[config.mk]
export PLATFORM = sky130hd
export DESIGN_NAME = control_sequencer_flat
export DESIGN_NICKNAME = d
export VERILOG_FILES = /design/src/rtl/control_sequencer_if.sv /design/src/rtl/control_sequencer.sv /design/src/flat_wrapper.sv
export SDC_FILE = /design/constraint.sdc
export NUM_CORES = 1
export LEC_CHECK = 0
export BUFFER_PORTS_ARGS = -buffer_cell sky130_fd_sc_hd__buf_2
export CORE_UTILIZATION = 30
export CTS_CLUSTER_DIAMETER = 40
export DETAILED_ROUTE_END_ITERATION = 6
export PLACE_DENSITY = 0.78
export SLEW_MARGIN = 0
export SYNTH_ARGS = -nofsm -noshare
export SYNTH_HDL_FRONTEND = slang
export SYNTH_SLANG_ARGS = --single-unit
export TNS_END_PERCENT = 5
[constraint.sdc]
create_clock -name Clock -period 1.6 [get_ports Clock]
set_input_delay 0.08 -clock Clock [delete_from_list [all_inputs] [get_ports Clock]]
set_output_delay 0.08 -clock Clock [all_outputs]
set_load 0.02 [all_outputs]
[src/rtl/control_sequencer_if.sv]
// Control bus between the hardwired sequencer and the ALU-system datapath.
// The sequencer is the master; the datapath returns IR contents and ALU flags.
interface control_sequencer_if;
    logic [15:0] IROut;
    logic [3:0]  ALUFlags;
    logic [2:0]  RF_OutASel;
    logic [2:0]  RF_OutBSel;
    logic [2:0]  RF_FunSel;
    logic [3:0]  RF_RegSel;
    logic [3:0]  RF_ScrSel;
    logic [4:0]  ALU_FunSel;
    logic        ALU_WF;
    logic [1:0]  ARF_OutCSel;
    logic [1:0]  ARF_OutDSel;
    logic [2:0]  ARF_FunSel;
    logic [2:0]  ARF_RegSel;
    logic        IR_LH;
    logic        IR_Write;
    logic        Mem_CS;
    logic        Mem_WR;
    logic [1:0]  MuxASel;
    logic [1:0]  MuxBSel;
    logic        MuxCSel;
    logic [2:0]  T;

    modport master (
        input  IROut, ALUFlags,
        output RF_OutASel, RF_OutBSel, RF_FunSel, RF_RegSel, RF_ScrSel,
               ALU_FunSel, ALU_WF, ARF_OutCSel, ARF_OutDSel, ARF_FunSel,
               ARF_RegSel, IR_LH, IR_Write, Mem_CS, Mem_WR,
               MuxASel, MuxBSel, MuxCSel, T
    );

    modport slave (
        output IROut, ALUFlags,
        input  RF_OutASel, RF_OutBSel, RF_FunSel, RF_RegSel, RF_ScrSel,
               ALU_FunSel, ALU_WF, ARF_OutCSel, ARF_OutDSel, ARF_FunSel,
               ARF_RegSel, IR_LH, IR_Write, Mem_CS, Mem_WR,
               MuxASel, MuxBSel, MuxCSel, T
    );
endinterface

[src/rtl/control_sequencer.sv]
// Hardwired control unit: two-cycle byte fetch, decode, and one or two
// execute steps driving every datapath control input.
module control_sequencer (
    input  logic                  Clock,
    input  logic                  Reset,
    control_sequencer_if.master   bus
);
    typedef enum logic [2:0] {
        S_T0   = 3'b000,
        S_T1   = 3'b001,
        S_T2   = 3'b010,
        S_T3   = 3'b011,
        S_HALT = 3'b111
    } state_t;

    state_t      r_state;
    logic [5:0]  w_opcode;
    logic [1:0]  w_rx;
    logic [1:0]  w_ry;
    logic [3:0]  w_rx_onehot;
    logic        w_zero;
    logic        w_take_branch;
    logic        w_unused;

    assign w_opcode    = bus.IROut[15:10];
    assign w_rx        = bus.IROut[9:8];
    assign w_ry        = bus.IROut[7:6];
    assign w_rx_onehot = 4'b1000 >> w_rx;
    assign w_zero      = bus.ALUFlags[3];
    assign w_unused    = ^{bus.IROut[5:0], bus.ALUFlags[2:0]};

    assign w_take_branch = (w_opcode == 6'h01) ||
                           (w_opcode == 6'h02 &&  w_zero) ||
                           (w_opcode == 6'h03 && !w_zero);

    always_ff @(posedge Clock) begin
        if (Reset) begin
            r_state <= S_T0;
        end else begin
            case (r_state)
                S_T0:   r_state <= S_T1;
                S_T1:   r_state <= S_T2;
                S_T2: begin
                    case (w_opcode)
                        6'h09, 6'h0A: r_state <= S_T3;
                        6'h3F:        r_state <= S_HALT;
                        default:      r_state <= S_T0;
                    endcase
                end
                S_T3:   r_state <= S_T0;
                S_HALT: r_state <= S_HALT;
                default: r_state <= S_T0;
            endcase
        end
    end

    // Reset overrides the decode so no datapath write can leak out of an abandoned instruction.
    always_comb begin
        bus.RF_OutASel  = 3'b000;
        bus.RF_OutBSel  = 3'b000;
        bus.RF_FunSel   = 3'b010;
        bus.RF_RegSel   = 4'b0000;
        bus.RF_ScrSel   = 4'b0000;
        bus.ALU_FunSel  = 5'b00000;
        bus.ALU_WF      = 1'b0;
        bus.ARF_OutCSel = 2'b00;
        bus.ARF_OutDSel = 2'b00;
        bus.ARF_FunSel  = 3'b010;
        bus.ARF_RegSel  = 3'b000;
        bus.IR_LH       = 1'b0;
        bus.IR_Write    = 1'b0;
        bus.Mem_CS      = 1'b1;
        bus.Mem_WR      = 1'b0;
        bus.MuxASel     = 2'b00;
        bus.MuxBSel     = 2'b00;
        bus.MuxCSel     = 1'b0;
        bus.T           = Reset ? 3'b000 : r_state;
        if (!Reset) begin
            case (r_state)
                S_T0, S_T1: begin
                    bus.ARF_OutCSel = 2'b00;
                    bus.Mem_CS      = 1'b0;
                    bus.IR_Write    = 1'b1;
                    bus.IR_LH       = (r_state == S_T1);
                    bus.ARF_RegSel  = 3'b100;
                    bus.ARF_FunSel  = 3'b001;
                end
                S_T2: begin
                    if (w_take_branch) begin
                        bus.MuxBSel    = 2'b10;
                        bus.ARF_RegSel = 3'b100;
                    end
                    case (w_opcode)
                        6'h04: begin
                            bus.MuxASel   = 2'b10;
                            bus.RF_RegSel = w_rx_onehot;
                        end
                        6'h05: begin
                            bus.MuxBSel    = 2'b10;
                            bus.ARF_RegSel = 3'b010;
                        end
                        6'h06: begin
                            bus.ARF_OutCSel = 2'b10;
                            bus.Mem_CS      = 1'b0;
                            bus.MuxASel     = 2'b11;
                            bus.RF_RegSel   = w_rx_onehot;
                        end
                        6'h07: begin
                            bus.RF_OutBSel  = {1'b0, w_rx};
                            bus.ALU_FunSel  = 5'b00001;
                            bus.ARF_OutCSel = 2'b10;
                            bus.Mem_CS      = 1'b0;
                            bus.Mem_WR      = 1'b1;
                        end
                        6'h08: begin
                            bus.RF_OutBSel = {1'b0, w_ry};
                            bus.ALU_FunSel = 5'b00001;
                            bus.MuxASel    = 2'b00;
                            bus.RF_RegSel  = w_rx_onehot;
                            bus.ALU_WF     = 1'b1;
                        end
                        6'h09: begin
                            bus.RF_RegSel = w_rx_onehot;
                            bus.RF_FunSel = 3'b001;
                        end
                        6'h0A: begin
                            bus.RF_RegSel = w_rx_onehot;
                            bus.RF_FunSel = 3'b000;
                        end
                        default: ;
                    endcase
                end
                // Pass the updated register through the ALU so flags track it.
                S_T3: begin
                    bus.RF_OutBSel = {1'b0, w_rx};
                    bus.ALU_FunSel = 5'b00001;
                    bus.ALU_WF     = 1'b1;
                end
                default: ;
            endcase
        end
    end
endmodule

[src/flat_wrapper.sv]
// flat-port wrapper written by rule: the top's interface ports become plain ports
module control_sequencer_flat 
  (Clock, Reset, bus_IROut, bus_ALUFlags, bus_RF_OutASel, bus_RF_OutBSel, bus_RF_FunSel, bus_RF_RegSel, bus_RF_ScrSel, bus_ALU_FunSel, bus_ALU_WF, bus_ARF_OutCSel, bus_ARF_OutDSel, bus_ARF_FunSel, bus_ARF_RegSel, bus_IR_LH, bus_IR_Write, bus_Mem_CS, bus_Mem_WR, bus_MuxASel, bus_MuxBSel, bus_MuxCSel, bus_T);
  control_sequencer_if bus_i ();
  input  logic Clock;
  input  logic Reset;
  input wire logic [$bits(bus_i.IROut)-1:0] bus_IROut;
  input wire logic [$bits(bus_i.ALUFlags)-1:0] bus_ALUFlags;
  output wire logic [$bits(bus_i.RF_OutASel)-1:0] bus_RF_OutASel;
  output wire logic [$bits(bus_i.RF_OutBSel)-1:0] bus_RF_OutBSel;
  output wire logic [$bits(bus_i.RF_FunSel)-1:0] bus_RF_FunSel;
  output wire logic [$bits(bus_i.RF_RegSel)-1:0] bus_RF_RegSel;
  output wire logic [$bits(bus_i.RF_ScrSel)-1:0] bus_RF_ScrSel;
  output wire logic [$bits(bus_i.ALU_FunSel)-1:0] bus_ALU_FunSel;
  output wire logic [$bits(bus_i.ALU_WF)-1:0] bus_ALU_WF;
  output wire logic [$bits(bus_i.ARF_OutCSel)-1:0] bus_ARF_OutCSel;
  output wire logic [$bits(bus_i.ARF_OutDSel)-1:0] bus_ARF_OutDSel;
  output wire logic [$bits(bus_i.ARF_FunSel)-1:0] bus_ARF_FunSel;
  output wire logic [$bits(bus_i.ARF_RegSel)-1:0] bus_ARF_RegSel;
  output wire logic [$bits(bus_i.IR_LH)-1:0] bus_IR_LH;
  output wire logic [$bits(bus_i.IR_Write)-1:0] bus_IR_Write;
  output wire logic [$bits(bus_i.Mem_CS)-1:0] bus_Mem_CS;
  output wire logic [$bits(bus_i.Mem_WR)-1:0] bus_Mem_WR;
  output wire logic [$bits(bus_i.MuxASel)-1:0] bus_MuxASel;
  output wire logic [$bits(bus_i.MuxBSel)-1:0] bus_MuxBSel;
  output wire logic [$bits(bus_i.MuxCSel)-1:0] bus_MuxCSel;
  output wire logic [$bits(bus_i.T)-1:0] bus_T;
  assign bus_i.IROut = bus_IROut;
  assign bus_i.ALUFlags = bus_ALUFlags;
  assign bus_RF_OutASel = bus_i.RF_OutASel;
  assign bus_RF_OutBSel = bus_i.RF_OutBSel;
  assign bus_RF_FunSel = bus_i.RF_FunSel;
  assign bus_RF_RegSel = bus_i.RF_RegSel;
  assign bus_RF_ScrSel = bus_i.RF_ScrSel;
  assign bus_ALU_FunSel = bus_i.ALU_FunSel;
  assign bus_ALU_WF = bus_i.ALU_WF;
  assign bus_ARF_OutCSel = bus_i.ARF_OutCSel;
  assign bus_ARF_OutDSel = bus_i.ARF_OutDSel;
  assign bus_ARF_FunSel = bus_i.ARF_FunSel;
  assign bus_ARF_RegSel = bus_i.ARF_RegSel;
  assign bus_IR_LH = bus_i.IR_LH;
  assign bus_IR_Write = bus_i.IR_Write;
  assign bus_Mem_CS = bus_i.Mem_CS;
  assign bus_Mem_WR = bus_i.Mem_WR;
  assign bus_MuxASel = bus_i.MuxASel;
  assign bus_MuxBSel = bus_i.MuxBSel;
  assign bus_MuxCSel = bus_i.MuxCSel;
  assign bus_T = bus_i.T;
  control_sequencer u_core (.Clock(Clock), .Reset(Reset), .bus(bus_i));
endmodule
==> results.md, run 1 <==
- The flow ran to the end, and the final reports show no timing, DRC or antenna violations.
- The number of clock sinks is 3.
- The peak supply drop is 0.230 mV.
- The largest registers in the layout are u_core.r_state (3).
- The count of standard-cell rows is 17.
- The final core utilization is 42.3%.
- In the routed design, unresolved DRC markers number 0.
- The register with the most flip-flops in the final layout is u_core.r_state.
- The detailed-placement wirelength estimate is 1.35 mm.
- The routed design could run at a clock period as short as 1.56 ns.
- The core region is 0.00221 mm^2.
- The final-stage net count is 163.
- Setup repair after global routing could not meet its margin everywhere.
- Dividing the detail-routed wire length by the instance count gives 10.3 um.
- The remaining global-route overflow is 0.
- The worst endpoint data arrival time is 1.48 ns.
- After detailed routing, the met3 layer carries 134 um of wire.
- The share of total power dissipated in the clock network is 31.4%.
- The clock reaches the later pin of the worst-skew pair after 0.24 ns.
- The maximum number of buffers from clock root to sink is 2.
- Setup violations remaining at the end of the flow were counted as 0.
- For the worst setup path, the data required time is 1.52 ns.
- In this run, synthesis inferred 0 flip-flops with an integrated enable.
- The number of distinct library cells after synthesis is 38.
- Entering global routing, the biggest net connects 13 pins.
- The net switching component of the power is 194 uW.
- Setup slack closes at 0.0427 ns.
- In this run, flip-flops and latches consume 19.2% of the power.
- The die outline area is 0.00255 mm^2.
- The number of I/O port buffers is 37.
- The number of buffers inserted during clock tree synthesis is 3.
- In this run the top signal layer used is met3.
- The cell sitting at the root of the clock tree is a sky130_fd_sc_hd__clkbuf_4.
- The die outline width is 50.5 um.
- Synthesis handed over a netlist of 103 instances.
- Before antenna repair, the detailed router went through 4 iterations.
- For this configuration, the core starts out at a cell density of 31.8%.
- Before CTS, the worst setup slack after placement is 0.145 ns.
- The area growth from synthesis to layout is 32.7%.
- The final count of pins violating max slew was 0.
- The flip-flop cell with the highest count after synthesis is sky130_fd_sc_hd__dfxtp_1.
- The first global-routing pass estimated 2.67 mm of wire.
- In the final routing, the length of wire on met1 measures 673 um.
- The minimum hold slack is 0.174 ns.
- Global routing used 13.6% of the available tracks.
- The number of register bits inferred by synthesis is 3.
- The largest driver fanout on the critical path is 12.
- The detail-routed via count per cell is 4.70.
- Dividing total power by cell area gives a power density of 467 mW/mm^2.
- The via count of the first global-routing pass was 653.
- Overall power consumption after layout is estimated at 437 uW.
- Between clock sinks in the finished design, the worst skew comes to 0.00751 ns.
- The share of async-settable or async-resettable flops after synthesis is 0%.
- The post-detailed-routing wire length is 1.73 mm.
- The number of antenna violations at the first check in global routing is 0.
- The internal power summed over all cells is 243 uW.
- The number of H-tree levels is 1.
- The floorplan step set the die height to 50.5 um.
- The top achievable clock speed is 0.642 GHz.
- The clock tree from TritonCTS is built.
- The share of the yosys chip area belonging to registers is 8.53%.
- The cell taking the most area after synthesis is sky130_fd_sc_hd__buf_4.
- After routing, the total negative slack on setup checks comes to 0 ns.
- By startpoint and endpoint, the worst setup path is classified as reg -> out.
- The clock slew seen by the registers of the worst setup and hold paths is 0.04 ns.
- The static leakage is 0.000452 uW.
- STA classifies the critical path startpoint as a flop.
- The congestion estimate from routability-driven global placement came to 0.734.
- The number of DRC violations after detailed-routing iteration 0 is 11.
- The count of yosys warnings during synthesis is 0.
- The share of layout cells above drive strength 1 is 47.1%.
- The class of the most critical hold timing path is in -> reg.
- The via count of the routed design is 789.
- The total count of hold-check failures in the final report is 0.
- The mapped netlist covers 704 um^2.
- The final clock period utilization by the worst path is 97.3%.
- The number of antenna diodes in the final layout is 0.
- The number of flip-flops under the largest register name is 3.
- In this run the mean area of a mapped cell was 6.84 um^2.
- Once detail routing completed, the nets flagged for antenna violations numbered 0.
- Net switching is 44.3% of the power.
- Sorting the synthesized cells by area gives the leading types as sky130_fd_sc_hd__buf_4, sky130_fd_sc_hd__dfxtp_1, sky130_fd_sc_hd__nor2_1, sky130_fd_sc_hd__nor2b_1, sky130_fd_sc_hd__nor3_1.
- The amount of wire on met2 after detailed routing is 925 um.
- The sort of element at the end of the critical path is a primary output.
- The number of top-level design ports is 67.
- Per report_power, the combinational group accounts for 49.4% of the total.
- The tool flagged a number of max-cap violations equal to 0.
- The fraction of synthesized cell area taken by the top area cell type is 22.4%.
[critical path, stage by stage (launching register included)]
cell                       delay (ns)
sky130_fd_sc_hd__dfxtp_2         0.33
sky130_fd_sc_hd__buf_6           0.14
sky130_fd_sc_hd__nand3b_1        0.19
sky130_fd_sc_hd__or2_4           0.31
sky130_fd_sc_hd__nor3_2          0.11
sky130_fd_sc_hd__buf_4           0.16
[path summary, 6_finish.rpt]
kind                                                   start                           end  slack [ns]  depth (start not counted)
worst max-delay path            u_core.r_state[0]$_SDFF_PP0_                bus_MuxASel[0]        0.04                          5
worst min-delay path                                   Reset  u_core.r_state[0]$_SDFF_PP0_        0.17                          2
worst max register to register  u_core.r_state[2]$_SDFF_PP0_  u_core.r_state[0]$_SDFF_PP0_        0.51                          4
worst min register to register  u_core.r_state[0]$_SDFF_PP0_  u_core.r_state[0]$_SDFF_PP0_        0.62                          2
[what timing repair did]
action                     in CTS  in global routing
hold buffers                    0                  0
resized for setup               3                 20
setup buffers                   0                  0
pin swaps                       1                  3
setup endpoints to repair       4                 12
[cells in the mapped netlist, drive strengths merged, types with 2 or more instances]
library cell,n
nor3,7
nand2,6
dfxtp,3
o21ai,4
inv,4
buf,23
nor4,3
nor2b,5
clkbuf,3
or3,2
xnor2,2
a31oi,2
a22oi,2
a21oi,2
nor2,13
nand3,4
[power by group through the flow]
stage                     Sequential, uW  Clock [uW]  Combinational, uW
final                               84.0         137                216
after global routing                84.3         151                236
after CTS                           84.5         142                208
after detailed placement            84.6           0                206
after global placement              84.1           0                203
after floorplan                     84.1           0                188
[layout make-up]
type / count / area (um^2)
flip-flops and latches: 3 / 65.1
fillers: 260 / 1280
inverters: 4 / 15.0
well taps: 28 / 35.0
multi-input cells: 89 / 556
repair buffers: 40 / 238
clock buffers: 4 / 26.3
[stage by stage]
step	cell area (um^2)	std cells
CTS	877	168
global route	935	168
global placement	835	164
floorplan	776	122
detailed placement	835	164
finish	935	168
[cell families after synthesis]
group	share of synthesized area [%]
AND/OR/NAND/NOR	44.4
flip-flops	8.53
buffers and inverters	28.2
AO/OA/AOI/OAI	14.4
XOR/XNOR	2.49
multiplexers	1.42
other	0.532
[placed cells by master, fill, tap and decap left out, drive strengths merged]
cell | Yosys | final
dfxtp | 3 | 3
or3 | 2 | 2
o21ai | 4 | 4
o41ai | 1 | 1
mux2i | 1 | 1
inv | 4 | 4
or3b | 1 | 1
nand4 | 1 | 1
a22oi | 2 | 2
a31oi | 2 | 2
o31ai | 1 | 1
and2 | 1 | 1
a21o | 1 | 1
nor3b | 1 | 1
and4b | 1 | 1
clkbuf | 3 | 4
nand2 | 6 | 6
nor2 | 13 | 13
or4 | 1 | 1
o21bai | 1 | 1
and3 | 1 | 1
nor2b | 5 | 5
buf | 23 | 40
nor3 | 7 | 7
or2 | 1 | 1
xnor2 | 2 | 2
conb | 1 | 20
or4b | 1 | 1
nand3b | 1 | 1
nand2b | 1 | 1
a21oi | 2 | 2
nand3 | 4 | 4
nor4 | 3 | 3
nor4b | 1 | 1
[routing by layer]
metal  GRT usage (%)  vias to the layer above
met2            24.4                       40
li1                -                      388
met3            1.82                        0
met1            15.3                      361
met5               0                        -
met4            6.94                        0
No activity file was read; power rests on OpenSTA's default activity.
==> inputs of run 2 (changes only) <==
Clock period 1.6 ns to 1.7 ns, I/O delays scaled along.
==> run 2 against run 1 <==
Global-route usage is 0.49 points lower; count of clock-buffer cells in the layout did not move; cell count unchanged; setup slack better by 0.084 ns; die area stayed put; critical path type unchanged; highest routed layer is now met4.
==> results.md, run 2 (synthesized netlist as in run 1, its figures left out) <==
- After clock tree synthesis, the clock-pin slew on the worst setup and hold paths is 0.04 ns.
- The largest driver fanout on the critical path is 12.
- The worst setup path is of the reg -> out kind.
- The via count of the first global-routing pass is 601.
- The footprint of the multi-input gates is 533 um^2.
- The detail-routed via count per cell is 4.46.
- The post-detailed-routing wire length is 1.57 mm.
- The number of antenna violations at the first check in global routing is 0.
- The worst-case IR drop observed on VDD is 0.204 mV.
- The aggregate negative setup slack is 0 ns.
- Data on the critical path is required at its endpoint by 1.62 ns.
- Counting the buffers created by CTS gives 3.
- 67 I/O pins were placed.
- The die outline width is 50.5 um.
- The first global-routing pass estimated 2.52 mm of wire.
- The share of total power dissipated in sequential elements is 19.7%.
- In this run the number of H-tree levels came out at 1.
- Of the total power, the share spent switching nets is 44.0%.
- The count of buffers added on input and output ports is 37.
- The count of standard-cell rows is 17.
- 0 antenna diodes ended up in the layout.
- The run finished with clean final reports.
- Global routing consumed, over all layers together, 13.1% of the routing resources.
- The area growth from synthesis to layout is 24.9%.
- The sort of element at the end of the critical path is a primary output.
- The total count of hold-check failures in the final report is 0.
- The register with the most flip-flops in the layout has 3 of them.
- The clock reaches the later pin of the worst-skew pair after 0.24 ns.
- Global routing finished with a remaining overflow of 0.
- The final critical path takes up 92.6% of the cycle.
- The kind of start point of the critical path is a flop.
- The longest clock path from root to sink contains 2 buffers.
- Leaving out fill and tap cells, the most frequent cell in the layout is sky130_fd_sc_hd__buf_2.
- The worst-case clock skew is 0.00303 ns.
- The wire-length estimate of the detail-placed layout is 1.32 mm.
- The proportion of power drawn by the clock network is 31.8%.
- The proportion of power drawn by combinational gates is 48.5%.
- The count of TritonRoute iterations in the first routing pass is 4.
- The number of DRC violations after detailed-routing iteration 0 is 8.
- The analysis attributes to cell leakage a power of 0.000445 uW.
- The die extent in y is 50.5 um.
- The number of hold buffers added after CTS is 0.
- The DRC violations left is 0.
- The critical path launch point is u_core.r_state[0]$_SDFF_PP0_.
- The largest registers in the layout are u_core.r_state (3).
- Of the cells placed in the final design, the portion with a size suffix greater than 1 is 42.1%.
- Across all hold checks on the routed design, the worst slack comes to 0.173 ns.
- The final count of pins violating max slew is 0.
- The startpoint of the lowest-slack hold path is Reset.
- The count of nets left with antenna violations once routing finished came out at 0.
- The floorplan step defined a die boundary enclosing 0.00255 mm^2.
- Summed over all nets, wire length on met3 after detailed routing comes to 120 um.
- The number of maximum-capacitance constraint violations is 0.
- The tree is rooted in a sky130_fd_sc_hd__clkbuf_4.
- After floorplanning, the core was sized to cover 0.00221 mm^2.
- Setup repair after global routing left no endpoint under its margin.
- The maximum number of pins on one net before global-route repair is 13.
- The clock tree from TritonCTS is built.
- Power spread over the standard cell area amounts to 459 mW/mm^2.
- Counting flops per register, the top entry is u_core.r_state.
- The top achievable clock speed is 0.636 GHz.
- Once the clock tree was built, the setup fixing pass inserted 0 buffers.
- The number of clock sinks is 3.
- The average wire length per cell after detail routing is 9.33 um.
- The uppermost layer routed is met4.
- The worst path needs 1.57 ns of the cycle, external delays included.
- The sequential cell area in the final layout is 60.1 um^2.
- The final-stage net count is 163.
- The detailed router placed 750 vias in this run.
- Setup violations remaining at the end of the flow were counted as 0.
- The final estimated routing congestion in global placement is 0.723.
- The worst register-to-register path begins at u_core.r_state[2]$_SDFF_PP0_.
- The starting utilization of the core area is 31.8%.
- In the layout the commonest cells are sky130_fd_sc_hd__buf_2, sky130_fd_sc_hd__conb_1, sky130_fd_sc_hd__nor2_1.
- Fill cells in the final layout number 267.
- The length of routed wiring on met1 is 618 um.
- The tightest min-delay check is of the in -> reg type.
- The worst endpoint data arrival time is 1.49 ns.
- The amount of wire on met2 after detailed routing is 792 um.
- Internal power comes to 226 uW.
- In this run the power spent charging and discharging nets is 177 uW.
## run 2: final timing paths
kind,to,slack [ns],cells after the start
hold / removal,u_core.r_state[0]$_SDFF_PP0_,0.17,2
hold reg to reg,u_core.r_state[2]$_SDFF_PP0_,0.64,2
setup reg to reg,u_core.r_state[0]$_SDFF_PP0_,0.59,4
setup / recovery,bus_MuxASel[0],0.13,5
## run 2: repair_timing
action,CTS,global route
pin swaps,0,1
endpoints found under the setup margin,1,2
resized for setup,1,3
## run 2: critical path, stage by stage, from the launching register on
cell                       delay, ns
sky130_fd_sc_hd__dfxtp_1        0.32
sky130_fd_sc_hd__buf_4          0.18
sky130_fd_sc_hd__nand3b_1       0.19
sky130_fd_sc_hd__or2_4          0.28
sky130_fd_sc_hd__nor3_2         0.11
sky130_fd_sc_hd__buf_4          0.16
## run 2: layer usage
metal | vias to the layer above | GRT usage, %
met3 | 4 | 2.12
met4 | 0 | 8.33
li1 | 390 | -
met5 | - | 0
met2 | 33 | 23.1
met1 | 323 | 14.2
## run 2: cell type report
| class | instances | area share [%] |
|---|---|---|
| clock buffers | 4 | 2.99 |
| inverters | 4 | 1.71 |
| multi-input cells | 89 | 60.6 |
| flip-flops and latches | 3 | 6.83 |
| well taps | 28 | 3.98 |
| repair buffers | 40 | 23.9 |
## run 2: power by group through the flow
stage                     clock [uW]  sequential [uW]  combinational [uW]
after floorplan                    0             79.2                 177
after global placement             0             79.3                 191
after detailed placement           0             79.4                 193
after CTS                        133             79.4                 195
after global routing             136             79.8                 216
final                            129             79.4                 196
## run 2: metrics by stage
stage               worst slack, ns  total power (uW)  utilization (%)  instance area [um^2]  std cells
floorplan                     0.105               256                -                   776        122
global placement              0.251               270             37.7                   835        164
detailed placement            0.240               273             37.7                   835        164
CTS                          0.0670               408             39.3                   870        168
global route                 0.0225               432             39.8                   880        168
finish                        0.127               404             39.8                   880        168
==> inputs of run 3 (changes only) <==
Settings changed: CORE_UTILIZATION 30 to 36, PLACE_DENSITY 0.78 to 0.89, RECOVER_POWER set to 100.
==> run 3 against run 2 <==
Core utilization rose by 8.2 points; sequential share of layout area rose by 0.35 points; cell count fell by 2.4%; count of clock-buffer cells in the layout did not move; flip-flop and latch count did not move; first-iteration DRC count fell by 13%; via count rose by 2.3%; critical endpoint unchanged.
==> results.md, run 3 (synthesized netlist as in run 1, its figures left out) <==
- Cells fill 47.9% of the core in the end.
- Internal power comes to 223 uW.
- For this run, the number of standard cells in the final layout without fillers is 164.
- The final estimated routing congestion in global placement is 0.809.
- Ranked by flip-flop count, first place goes to u_core.r_state.
- In the final routed layout, each cell accounts on average for 9.88 um.
- The final clock period utilization by the worst path is 96.0%.
- Combinational cells account for 47.8% of the total power.
- The maximum number of pins on one net before global-route repair is 13.
- The number of flip-flops under the largest register name is 3.
- The total count of hold-check failures in the final report is 0.
- The time the worst path needs with I/O delays and setup is 1.63 ns.
- The cell total after placement is 160.
- Buffers added to address setup during post-CTS repair amount to 0.
- TritonCTS built the clock tree.
- Once detailed placement completed, the half-perimeter wirelength came to 1.30 mm.
- Setup repair after global routing left no endpoint under its margin.
- The post-detailed-routing wire length is 1.62 mm.
- The static leakage is 0.000406 uW.
- Row generation in the floorplan step produced 15 rows.
- IR analysis of the VDD net gives a maximum drop of 0.192 mV.
- Port buffering added 37 buffers.
- Setup violations remaining at the end of the flow were counted as 0.
- In this run the number of H-tree levels came out at 1.
- Global routing used 15.6% of the available tracks across all layers.
- In this run the clock root is driven by a sky130_fd_sc_hd__clkbuf_4.
- The switching share of power is 45.0%.
- The final count of pins violating max slew is 0.
- The DRC violations left is 0.
- The number of antenna violations at the first check in global routing is 0.
- The detail-routed via count per cell is 4.68.
- The worst endpoint data arrival time is 1.55 ns.
- The count of TritonRoute iterations in the first routing pass is 4.
- In the final layout, the registers with the most flip-flops are u_core.r_state (3).
- Across the run, the number of max-cap violations was 0.
- The die outline width is 46.2 um.
- In the final design database the tool counted 162 nets.
- The worst-case clock skew is 0.00497 ns.
- The category of the most critical setup path is reg -> out.
- Data on the critical path is required at its endpoint by 1.62 ns.
- Measured along the y axis, the die boundary spans 46.2 um.
- The run finished with clean final reports.
- After clock tree synthesis, the clock-pin slew on the worst setup and hold paths is 0.04 ns.
- In the layout the commonest cells are sky130_fd_sc_hd__conb_1, sky130_fd_sc_hd__buf_2, sky130_fd_sc_hd__clkbuf_2.
- The number of nets with antenna violations after detailed routing is 0.
- Setup total negative slack on the finished layout was measured at 0 ns.
- The largest driver fanout on the critical path is 12.
- The via count of the routed design is 767.
- STA classifies the critical path endpoint as a primary output.
- The net switching component of the power is 182 uW.
- The proportion of power drawn by the clock network is 32.6%.
- For flop-to-flop paths, the worst setup slack is 0.66 ns.
- The clock passes through at most 2 buffers.
- For this run the aggregate overflow at the end of global routing stands at 0.
- At the placement stage, the worst setup path has a slack of 0.212 ns.
- The core region area is 0.00178 mm^2.
- The kind of start point of the critical path is a flop.
- For this block, the initial DRC count from the detailed router was 7.
- The number of clock sinks is 3.
- The worst setup slack after layout is 0.0680 ns.
- Leaving out fill and tap cells, the most frequent cell in the layout is sky130_fd_sc_hd__conb_1.
- The via count of the first global-routing pass is 560.
- In this run, CTS created clock tree buffers numbering 3.
- The later pin in the worst-skew pair is clocked with a latency of 0.24 ns.
- Once the floorplan was initialized, standard cells occupied 39.5% of the core.
- The class of the most critical hold timing path is in -> reg.
- The area growth from synthesis to layout is 21.3%.
- The power share of the sequential group is 19.6%.
- The global-route wire length before repair is 2.37 mm.
- The floorplan step defined a die boundary enclosing 0.00214 mm^2.
- The top achievable clock speed is 0.613 GHz.
- Of the cells placed in the final design, the portion with a size suffix greater than 1 is 36.7%.
- 67 I/O pins were placed.
- For this design the ratio of total power to cell area is 475 mW/mm^2.
- 0 antenna diodes ended up in the layout.
run 3: layout make-up:
class | instances | area, um^2
fillers | 194 | 928
multi-input cells | 89 | 529
repair buffers | 39 | 191
flip-flops and latches | 3 | 61.3
well taps | 25 | 31.3
clock buffers | 4 | 26.3
inverters | 4 | 15.0
run 3: worst max-delay path, cell delays in order (launching register included):
cell and delay, ns:
sky130_fd_sc_hd__dfxtp_1 0.33, sky130_fd_sc_hd__buf_4 0.18, sky130_fd_sc_hd__nand3b_1 0.20, sky130_fd_sc_hd__or2_4 0.30, sky130_fd_sc_hd__nor3_2 0.10, sky130_fd_sc_hd__buf_2 0.19
run 3: through the flow:
step | cell area [um^2] | hold WS, ns | power (uW)
after floorplan | 776 | 0.185 | 256
after global placement | 823 | 0.386 | 267
after detailed placement | 823 | 0.401 | 272
after CTS | 858 | 0.163 | 410
after global routing | 855 | 0.185 | 435
final | 855 | 0.180 | 406
run 3: power by group through the flow:
stage	sequential, uW	clock (uW)	combinational [uW]
detailed placement	79.7	0	192
global route	79.9	141	214
floorplan	79.2	0	177
CTS	79.7	136	194
finish	79.6	132	194
global placement	79.1	0	187
run 3: path summary, 6_finish.rpt:
| check | start | end | cells past startpoint |
|---|---|---|---|
| worst max register to register | u_core.r_state[0]$_SDFF_PP0_ | u_core.r_state[2]$_SDFF_PP0_ | 4 |
| worst min-delay path | Reset | u_core.r_state[0]$_SDFF_PP0_ | 2 |
| worst min register to register | u_core.r_state[2]$_SDFF_PP0_ | u_core.r_state[0]$_SDFF_PP0_ | 1 |
| worst max-delay path | u_core.r_state[0]$_SDFF_PP0_ | bus_MuxASel[0] | 5 |
run 3: timing repair:
action	in CTS	in global routing
resized for setup	1	3
endpoints found under the hold margin	0	0
hold buffers	0	0
setup endpoints to repair	4	10
pin swaps	0	1
run 3: per-layer routing:
layer / GRT usage, % / vias to the layer above / part of all wire, %
met2: 25.6 / 38 / 50
li1: - / 387 / -
met3: 2.35 / 4 / 6.0
met1: 18.5 / 338 / 42
met5: 0 / - / 0
met4: 10.6 / 0 / 2.0
